<file path="src/rtl/varredura_display.sv">
// Multiplexed 7-segment scanner: walks N_DIG digits, DIV clocks per slot,
// with a pending/display register pair so new values only appear at frame
// boundaries, leading-zero blanking and an anode dead time at slot start.
module varredura_display #(
  parameter int N_DIG = 4,
  parameter int DIV   = 50000
) (
  input  logic                 clk,
  input  logic                 rst,
  input  logic                 enable,
  input  logic                 load,
  input  logic [4*N_DIG-1:0]   valor_in,
  input  logic                 blank_zeros,
  output logic [3:0]           bcd_out,
  output logic [N_DIG-1:0]     an_out,
  output logic                 pendente
);

  localparam int PW = (DIV > 1) ? $clog2(DIV) : 1;
  localparam int IW = $clog2(N_DIG);
  localparam logic [PW-1:0] PRE_MAX = PW'(DIV - 1);
  localparam logic [IW-1:0] IDX_MAX = IW'(N_DIG - 1);

  typedef enum logic {DESLIGADO, VARRENDO} state_t;

  state_t              state_reg, state_next;
  logic [PW-1:0]       prescaler_reg;
  logic [IW-1:0]       idx_reg;
  logic [4*N_DIG-1:0]  disp_reg;
  logic [4*N_DIG-1:0]  pend_reg;
  logic                pendente_reg;

  logic                tick;
  logic                start;
  logic                commit;
  logic [3:0]          nib   [N_DIG];
  logic [3:0]          shown [N_DIG];
  logic [N_DIG-1:0]    zero_from;
  logic [N_DIG-1:0]    an_sel;

  assign tick   = (state_reg == VARRENDO) && (prescaler_reg == PRE_MAX);
  assign start  = (state_reg == DESLIGADO) && enable;
  // Commit happens at the end of the last slot of a frame, or right away when
  // the scan starts so a value loaded while off is visible in the first frame.
  assign commit = pendente_reg && ((tick && (idx_reg == IDX_MAX)) || start);
  assign pendente = pendente_reg;

  // FSM state register
  always_ff @(posedge clk) begin
    if (rst) state_reg <= DESLIGADO;
    else     state_reg <= state_next;
  end

  // FSM next-state logic
  always_comb begin
    state_next = state_reg;
    case (state_reg)
      DESLIGADO: if (enable)  state_next = VARRENDO;
      VARRENDO:  if (!enable) state_next = DESLIGADO;
      default:   state_next = DESLIGADO;
    endcase
  end

  // Scan counters and the pending/display register pair
  always_ff @(posedge clk) begin
    if (rst) begin
      prescaler_reg <= '0;
      idx_reg       <= '0;
      disp_reg      <= '0;
      pend_reg      <= '0;
      pendente_reg  <= 1'b0;
    end else begin
      // Counters only run while scanning and staying on; any entry or exit
      // restarts the scan from slot 0, cycle 0.
      if ((state_reg == VARRENDO) && enable) begin
        prescaler_reg <= tick ? '0 : prescaler_reg + 1'b1;
        if (tick) idx_reg <= (idx_reg == IDX_MAX) ? '0 : idx_reg + 1'b1;
      end else begin
        prescaler_reg <= '0;
        idx_reg       <= '0;
      end
      if (commit) disp_reg <= pend_reg;
      if (load)   pend_reg <= valor_in;
      // A load coinciding with a commit keeps the flag set for the new value.
      pendente_reg <= load | (pendente_reg & ~commit);
    end
  end

  // Per-digit decode: nibble split, leading-zero run, blanking, anode select
  generate
    for (genvar gi = 0; gi < N_DIG; gi++) begin : g_dig
      assign nib[gi] = disp_reg[gi*4 +: 4];
      if (gi == N_DIG - 1) begin : g_top
        assign zero_from[gi] = (nib[gi] == 4'd0);
      end else begin : g_mid
        assign zero_from[gi] = (nib[gi] == 4'd0) && zero_from[gi+1];
      end
      if (gi == 0) begin : g_lsd
        assign shown[gi] = nib[gi];
      end else begin : g_upper
        assign shown[gi] = (blank_zeros && zero_from[gi]) ? 4'hF : nib[gi];
      end
      assign an_sel[gi] = (idx_reg == IW'(gi));
    end
  endgenerate

  // FSM outputs: blank when off, dead time on the first cycle of each slot
  always_comb begin
    bcd_out = 4'hF;
    an_out  = '1;
    if (state_reg == VARRENDO) begin
      bcd_out = shown[idx_reg];
      if (prescaler_reg != '0) an_out = ~an_sel;
    end
  end

endmodule

</file>
<file path="config.mk">
export PLATFORM = sky130hd
export DESIGN_NAME = varredura_display
export DESIGN_NICKNAME = d
export VERILOG_FILES = /design/src/rtl/varredura_display.sv
export SDC_FILE = /design/constraint.sdc
export NUM_CORES = 1
export LEC_CHECK = 0
export BUFFER_PORTS_ARGS = -buffer_cell sky130_fd_sc_hd__buf_2
export CAP_MARGIN = 20
export CORE_MARGIN = 3
export CORE_UTILIZATION = 30
export CTS_BUF_LIST = sky130_fd_sc_hd__clkbuf_8
export CTS_CLUSTER_DIAMETER = 50
export DETAILED_ROUTE_END_ITERATION = 8
export GPL_TIMING_DRIVEN = 1
export PLACE_DENSITY = 0.5
export SLEW_MARGIN = 15
export SYNTH_ARGS = -nofsm -noshare
export SYNTH_HDL_FRONTEND = slang
export SYNTH_SLANG_ARGS = --single-unit
</file>
<file path="constraint.sdc">
create_clock -name clk -period 3.6 [get_ports clk]
set_input_delay 0.18 -clock clk [delete_from_list [all_inputs] [get_ports clk]]
set_output_delay 0.18 -clock clk [all_outputs]
set_load 0.03 [all_outputs]
</file>
Yosys cells after proc, flatten, opt, wreduce, memory -nomap -nowiden
Cells that the tools add are included.

Output and inout bits: 9. Input bits: 21. Logic and storage cells: 49. Register bits: 52.

Bitwise logic cells: 7. Equality and inequality tests: 4. $add $sub $neg: 2. Muxes and demuxes: 11. $lt $le $gt $ge: 1. Reductions and logical operators: 18.

Operators by type and width (number): 4-bit 2-to-1 mux (8); 16-bit by 1-bit adder with 16-bit output (second input constant) (1); 16-bit equality test (second input constant) (1); 16-bit nonzero test (1); 4-bit logical NOT (3); 1-bit logical AND (10); 4-bit binary-select mux with 2-bit select (1); 2-bit equality test (second input constant) (2); 4-bit NOT (1); 3-bit >= comparator (second input constant) (1); 1-bit NOT (3); 2-bit NOT with 3-bit output (1); 3-bit OR reduction (1); 2-bit by 1-bit adder with 2-bit output (second input constant) (1); 2-bit by 1-bit equality test with 1-bit output (second input constant) (1); 2-bit logical NOT (1); 2-bit 2-to-1 mux (1); 2-bit OR reduction (1); 1-bit bitwise AND (1); 1-bit logical OR (1); 1-bit 2-to-1 mux (1); 1-bit bitwise OR (1).

Logic depth before layout (Yosys ltp)
Gate-level depths: netlist (run 1).

Depth in word-level cells: 9. Depth in mapped cells: 6. Depth with buffers taken out: 5.

Worst setup path after synthesis (run 1)
OpenSTA, ideal clock, no wires.

Path type: register to output. From: reg disp_reg[8]. To: out bcd_out[0]. Stages on the path, launching flop included: 5. Data required time: 3.420 ns. Path buffers: 0. Arrival time: 2.181 ns. Setup slack: 1.239 ns. Path through: dfxtp_1 or4_1 nor3_1 a211oi_1 o311ai_1.

Word-level cells in the longest chain between the ends: 9. Elaborated cells on any way between the ends: 11. Those cells by class: 6 x mux; 5 x reduce/logical.

Ends and longest elaborated chain: start, declared (line 29) `logic [4*N_DIG-1:0] disp_reg;`; start signal, assigned (line 82) `if (commit) disp_reg <= pend_reg;`; 4-bit logical NOT (line 96) `assign zero_from[gi] = (nib[gi] == 4'd0) && zero_from[gi+1];`; 1-bit logical AND (2 in a row) (line 96); 1-bit logical AND (line 101) `assign shown[gi] = (blank_zeros && zero_from[gi]) ? 4'hF : nib[gi];`; 4-bit 2-to-1 mux (line 101); 4-bit binary-select mux with 2-bit select (*) (line 112) `bcd_out = shown[idx_reg];`; 4-bit 2-to-1 mux (implied by the code) (*) (2 in a row) (line 112); 4-bit 2-to-1 mux (*) (line 111) `if (state_reg == VARRENDO) begin`; end, declared (line 14) `output logic [3:0] bcd_out,`.

Mark *: on every way between the ends. The rest lies on a longest branch, timed or not. The select of a mux whose other input is x is not followed.

Worst setup path in the final report (run 1)
Same ends and word-level chain as after synthesis.

==> results.md, run 1 <==
- Status: complete, no violations
- Worst Path Max Fanout: 5
- Register area share after synthesis: roughly two fifths
- Clock buffer depth: 2
- Row Count: 33
- # IOs: 30
- Vias in the first global route: between 1,500 and 2,000
- RSZ-0062 raised after global routing: no
- Initial antenna violation count: 0
- Leak: ~1.1 nW
- Port Buf Inserts: 29
- Placed cells: 401
- First-pass GRT wire length: 9.05 mm
- Crit-path max cell delay: between 0.5 and 0.6 ns
- Die Y: roughly 98 µm
- Power Dens Cells: 369 nW/µm²
- Layout Utilization: 34.8%
- Crit-path slowest cell: or4_1
- Max-cap violations: 0
- Critical path type: flop to primary output
- Remaining Overflow, GRT: 0
- Total die area: a little under 10,000 µm²
- Yosys warns: 0
- Final clock skew: roughly 0.011 ns
- Slew of the pin with the lowest slew margin: between 0.7 and 0.8 ns
- Via/cell ratio: 4.76
- Worst setup EP type: primary output
- Slew margin rel.: 46.9%
- RePlAce Congestion: roughly 0.74
- CTS tree: done
- Worst endpoint required time: ~3.4 ns
- Post-route cell area: about 2900 µm²
- WP data arrival: ~2.4 ns
- Startpoint Class: flop
- Core Area: a little over 8000 µm²
- Total power: about 1.1 mW
- Clock Pin Slew Worst Setup and Hold Paths: approximately 0.09 ns
- CP Cell Sequence: or4_1 -> nor3_1 -> a211oi_1 -> o311ai_1 -> buf_2
- Syn_nets: roughly 300
- Mapped cell area: 2550 µm²
- Period utilization: 72.3%
- Setup TNS: 0 ns
- CTS Buf Count: 5
- Drt drc: 0
- Crit path buf inv count: 1
- Share of cells above drive strength 1: 13.9%
- Reg2reg start: prescaler_reg[0]
- Worst VDD drop: 159 µV
- Routed via count: just under 2,000
- Commonest non-fill, non-tap cell in the layout: dfxtp_1
- Crit-path leading delay family: simple AND/OR/NAND/NOR gates
- Number of setup buffers added after CTS: 0
- Slew Limit Fails: 0
- Post-Place Cell Area: between 2000 and 3000 µm²
- Clock sinks: 52
- Yosys cell types: 41
- Synth Register Bits: between 50 and 60
- DR iter-0 viols: slightly below 80
- Worst Hold Class: input port to flop
- Starting density of the core: between 30% and 40%
- CTS Hold Bufs: 0
- Gr usage total: between 10 and 15%
- WL final: approximately 5.2 mm
- H-tree levels: 2
- Commonest non-fill, non-tap cells in the layout: 52 x dfxtp_1, 37 x nor2_1, 34 x nand2b_1
- Pin count of the biggest net entering global routing: just over 50
- # nets final: 330
- Final hold violations: 0
- Worst skew pair latency: about 0.3 ns
- Synth-to-layout area growth: 12.5%
- Clk Tree Root Cell: clkbuf_8
- Gate Count Post-Synth: 280
- Remaining antenna violation count: 0
- Hold_sp: valor_in[0]
- Fill cells: 873
- Min Clock Period, post-route: around 2.6 ns
- Fmax: between 300 and 400 MHz
- DP HPWL: 3.76 mm
- Die X: roughly 100 µm
- Post-Layout Cell Count: approximately 410
- Final setup violation count: 0
- WL/cell: roughly 13 µm
- Count of antenna diodes in the layout: 0
- Crit path from: disp_reg[8]
- DRT Pass-1 Iters: 4
- Avg Cell Area, Syn: between 9 and 10 µm²
- Post-CTS resize count: 0
-- layout make-up --
cell class                      instances  area [µm²]  area share [%]
Clock buffer                            5        68.8            2.40
Multi-Input combinational cell        205        1420            49.4
Clock inverter                          1        30.0            1.05
Timing Repair Buffer                   29         145            5.05
Sequential cell                        52        1040            36.2
Inverter                               10        37.5            1.31
Tap cell                              105         131            4.57
-- kinds of logic after synthesis --
kind of cell / Yosys count / share of synthesized area [%]
and+or+nand+nor: 123 / 26.5
DFF: 52 / 40.8
muxes: 35 / 13.9
AOI/OAI and AO/OA: 30 / 8.53
buffers and inverters: 23 / 3.63
xor gates and xnor gates: 11 / 3.77
adders and majority gates: 6 / 2.94
-- worst min-delay path, stage by stage --
cell	delay [ns]
buf_2	0.08
mux2i_1	0.05
nor2_1	0.07
-- worst paths after layout --
kind | slack [ns] | endpoint | cells after the start
hold / removal | 0.11 | pend_reg[0] | 3
setup reg to reg | 1.45 | disp_reg[10] | 5
hold reg to reg | 0.47 | disp_reg[4] | 2
setup / recovery | 1.0 | bcd_out[0] | 5
-- through the flow --
stage | setup WS, ns | hold WS (ns)
global placement | 1.38 | 0.414
CTS | 0.979 | 0.0959
finish | 0.996 | 0.109
floorplan | 1.24 | 0.263
global route | 0.825 | 0.104
detailed placement | 1.31 | 0.421
-- synthesized netlist by cell type (all sizes together) --
cell,n,area [µm²]
nor2b,2,12.5
o21ai,6,30.0
nor2,37,139
a221oi,1,8.76
o311ai,3,26.3
a211oi,2,15.0
nor4b,3,26.3
dfxtp,52,1040
nor4,3,33.8
or4,6,52.6
xnor2,7,61.3
ha,6,75.1
nand4,3,18.8
clkbuf,9,33.8
inv,10,37.5
buf,4,21.3
o31ai,2,15.0
a31oi,3,18.8
o22ai,1,6.26
nand3,10,50.1
o221ai,2,17.5
or2,1,6.26
nor3,6,30.0
a21o,1,7.51
or3,3,18.8
xor2,4,35.0
mux2,3,33.8
or4b,1,10.0
o21ba,1,10.0
nand2b,34,213
and4,1,8.76
a41oi,1,27.5
nand2,10,37.5
a21oi,7,35.0
and3,3,18.8
mux2i,32,320
-- metal layers --
layer / track usage (%) / vias up / part of all wire [%]
met3: 2.50 / 7 / 3.7
met4: 3.78 / 0 / 1.3
met2: 17.8 / 37 / 44
met1: 15.4 / 877 / 51
met5: 0 / - / 0
li1: - / 1017 / -
-- where the power goes --
part | switching (mW) | total [mW] | internal [mW]
logic | 0.0448 | 0.0843 | 0.0395
clock network | 0.176 | 0.376 | 0.200
registers | 0.0109 | 0.601 | 0.590
total | 0.232 | 1.06 | 0.829
Note: power is estimated with default switching activity, not from simulation.
==> run 2: changes to the inputs <==
==> constraint.sdc (replaced) <==
create_clock -name clk -period 2.65 [get_ports clk]
set_input_delay 0.1325 -clock clk [delete_from_list [all_inputs] [get_ports clk]]
set_output_delay 0.1325 -clock clk [all_outputs]
set_load 0.03 [all_outputs]
==> results.md, run 2 (synthesis gave the netlist of run 1 again) <==
- Worst Hold Class: input port to flop
- Crit-path leading delay family: simple AND/OR/NAND/NOR gates
- Remaining antenna violation count: 0
- Port Buf Inserts: 29
- Worst Path Max Fanout: 5
- Fill cells: 872
- Worst VDD drop: between 150 and 200 µV
- Commonest non-fill, non-tap cells in the layout: 52 x dfxtp_1, 37 x nor2_1, 34 x nand2b_1
- Die Y: 98.2 µm
- Slew Limit Fails: 0
- Vias in the first global route: between 1,500 and 2,000
- # IOs: 30
- Fmax: ~400 MHz
- Slew of the pin with the lowest slew margin: 0.815 ns
- Worst setup EP type: primary output
- # nets final: between 300 and 400
- Number of setup buffers added after CTS: 0
- Min Clock Period, post-route: roughly 2.5 ns
- DRT Pass-1 Iters: 4
- Initial antenna violation count: 0
- WP data arrival: 2.36 ns
- Row Count: 33
- Worst endpoint required time: around 2.5 ns
- Max-cap violations: 0
- Post-CTS resize count: 0
- Routed via count: 1,989
- Clock Pin Slew Worst Setup and Hold Paths: roughly 0.09 ns
- Via/cell ratio: between 4 and 5
- CTS tree: done
- Setup WS post-layout: 0.162 ns
- Hold_sp: rst
- Period utilization: between 90% and 100%
- Count of antenna diodes in the layout: 0
- Synth-to-layout area growth: 12.3%
- Clk Tree Root Cell: clkbuf_8
- Critical path type: flop to primary output
- Crit path from: disp_reg[8]
- Final clock skew: 0.00513 ns
- CTS Hold Bufs: 0
- Crit-path max cell delay: 0.56 ns
- CTS Buf Count: 5
- Total die area: slightly below 10,000 µm²
- Status: complete, no violations
- Worst hold slack: roughly 0.030 ns
- Starting density of the core: a little under a third
- Remaining Overflow, GRT: 0
- WL/cell: ~13 µm
- Die X: roughly 98 µm
- Pre-CTS WS: 0.477 ns
- Crit-path slowest cell: or4_1
- Final setup violation count: 0
- Worst skew pair latency: 0.29 ns
- Clock buffer depth: 2
- H-tree levels: 2
- Gr usage total: a little under an eighth
- Final hold violations: 0
- Pin count of the biggest net entering global routing: 50
- First-pass GRT wire length: slightly above 9 mm
- DP HPWL: about 3.8 mm
- Startpoint Class: flop
- CP Cell Sequence: or4_1 -> nor3_1 -> a211oi_1 -> o311ai_1 -> buf_2
- Clock sinks: 52
- Core Area: between 8000 and 9000 µm²
- Setup TNS: 0 ns
- RSZ-0062 raised after global routing: no
- RePlAce Congestion: 0.768
- Drt drc: 0
- WL final: just over 5 mm
- Crit path buf inv count: 1
- Reg2reg start: prescaler_reg[12]
- Power Dens Cells: roughly 470 nW/µm²
- DR iter-0 viols: 58
- Share of cells above drive strength 1: ~14%
- Slew margin rel.: 45.5%
- Leak: 1.13 nW
- Commonest non-fill, non-tap cell in the layout: dfxtp_1
run 2: cell types whose count changed in the layout (fill, tap and decap cells not counted):
cell,previous run,this run
inv_1,10,11
buf_4,0,2
clkinv_2,0,1
bufinv_16,1,0
run 2: area by class of cell:
cell class / instances / area, µm² / area share (%)
clock buffers: 5 / 68.8 / 2.40
clock inverters: 2 / 8.76 / 0.306
inverters: 10 / 37.5 / 1.31
multi-input cells: 205 / 1420 / 49.5
flip-flops and latches: 52 / 1040 / 36.3
well taps: 105 / 131 / 4.58
repair buffers: 31 / 160 / 5.59
run 2: layer usage:
layer / global-route usage [%] / share of wire [%]
met4: 3.36 / 0.62
met1: 16.6 / 53
met5: 0 / 0
met2: 16.8 / 42
met3: 2.36 / 4.0
run 2: path summary, 6_finish.rpt:
kind	depth (start not counted)	slack [ns]	to
worst min register to register	2	0.47	disp_reg[4]
worst min-delay path	2	0.03	state_reg
worst max-delay path	5	0.16	bcd_out[0]
worst max register to register	4	0.60	disp_reg[12]
run 2: where the power goes:
group | switching [mW] | internal (mW) | total [mW]
clock | 0.243 | 0.176 | 0.419
sequential | 0.0148 | 0.801 | 0.816
combinational | 0.0612 | 0.0545 | 0.116
run 2: metrics by stage:
stage / instance area (µm²) / total power, mW / std cells / util, %
4_1_cts: 2870 / 1.38 / 410 / 34.7
2_1_floorplan: 2550 / 0.915 / 280 / -
3_5_place_dp: 2790 / 0.953 / 403 / 33.8
6_report: 2870 / 1.35 / 410 / 34.7
3_3_place_gp: 2790 / 0.951 / 403 / 33.8
5_1_grt: 2870 / 1.42 / 410 / 34.7
run 2: worst reg2reg max path, cell delays in order, from the launching register on:
cell     delay (ns)
dfxtp_1        0.34
or4_4          0.56
nor4_4         0.32
a41oi_4        0.45
mux2i_1        0.24
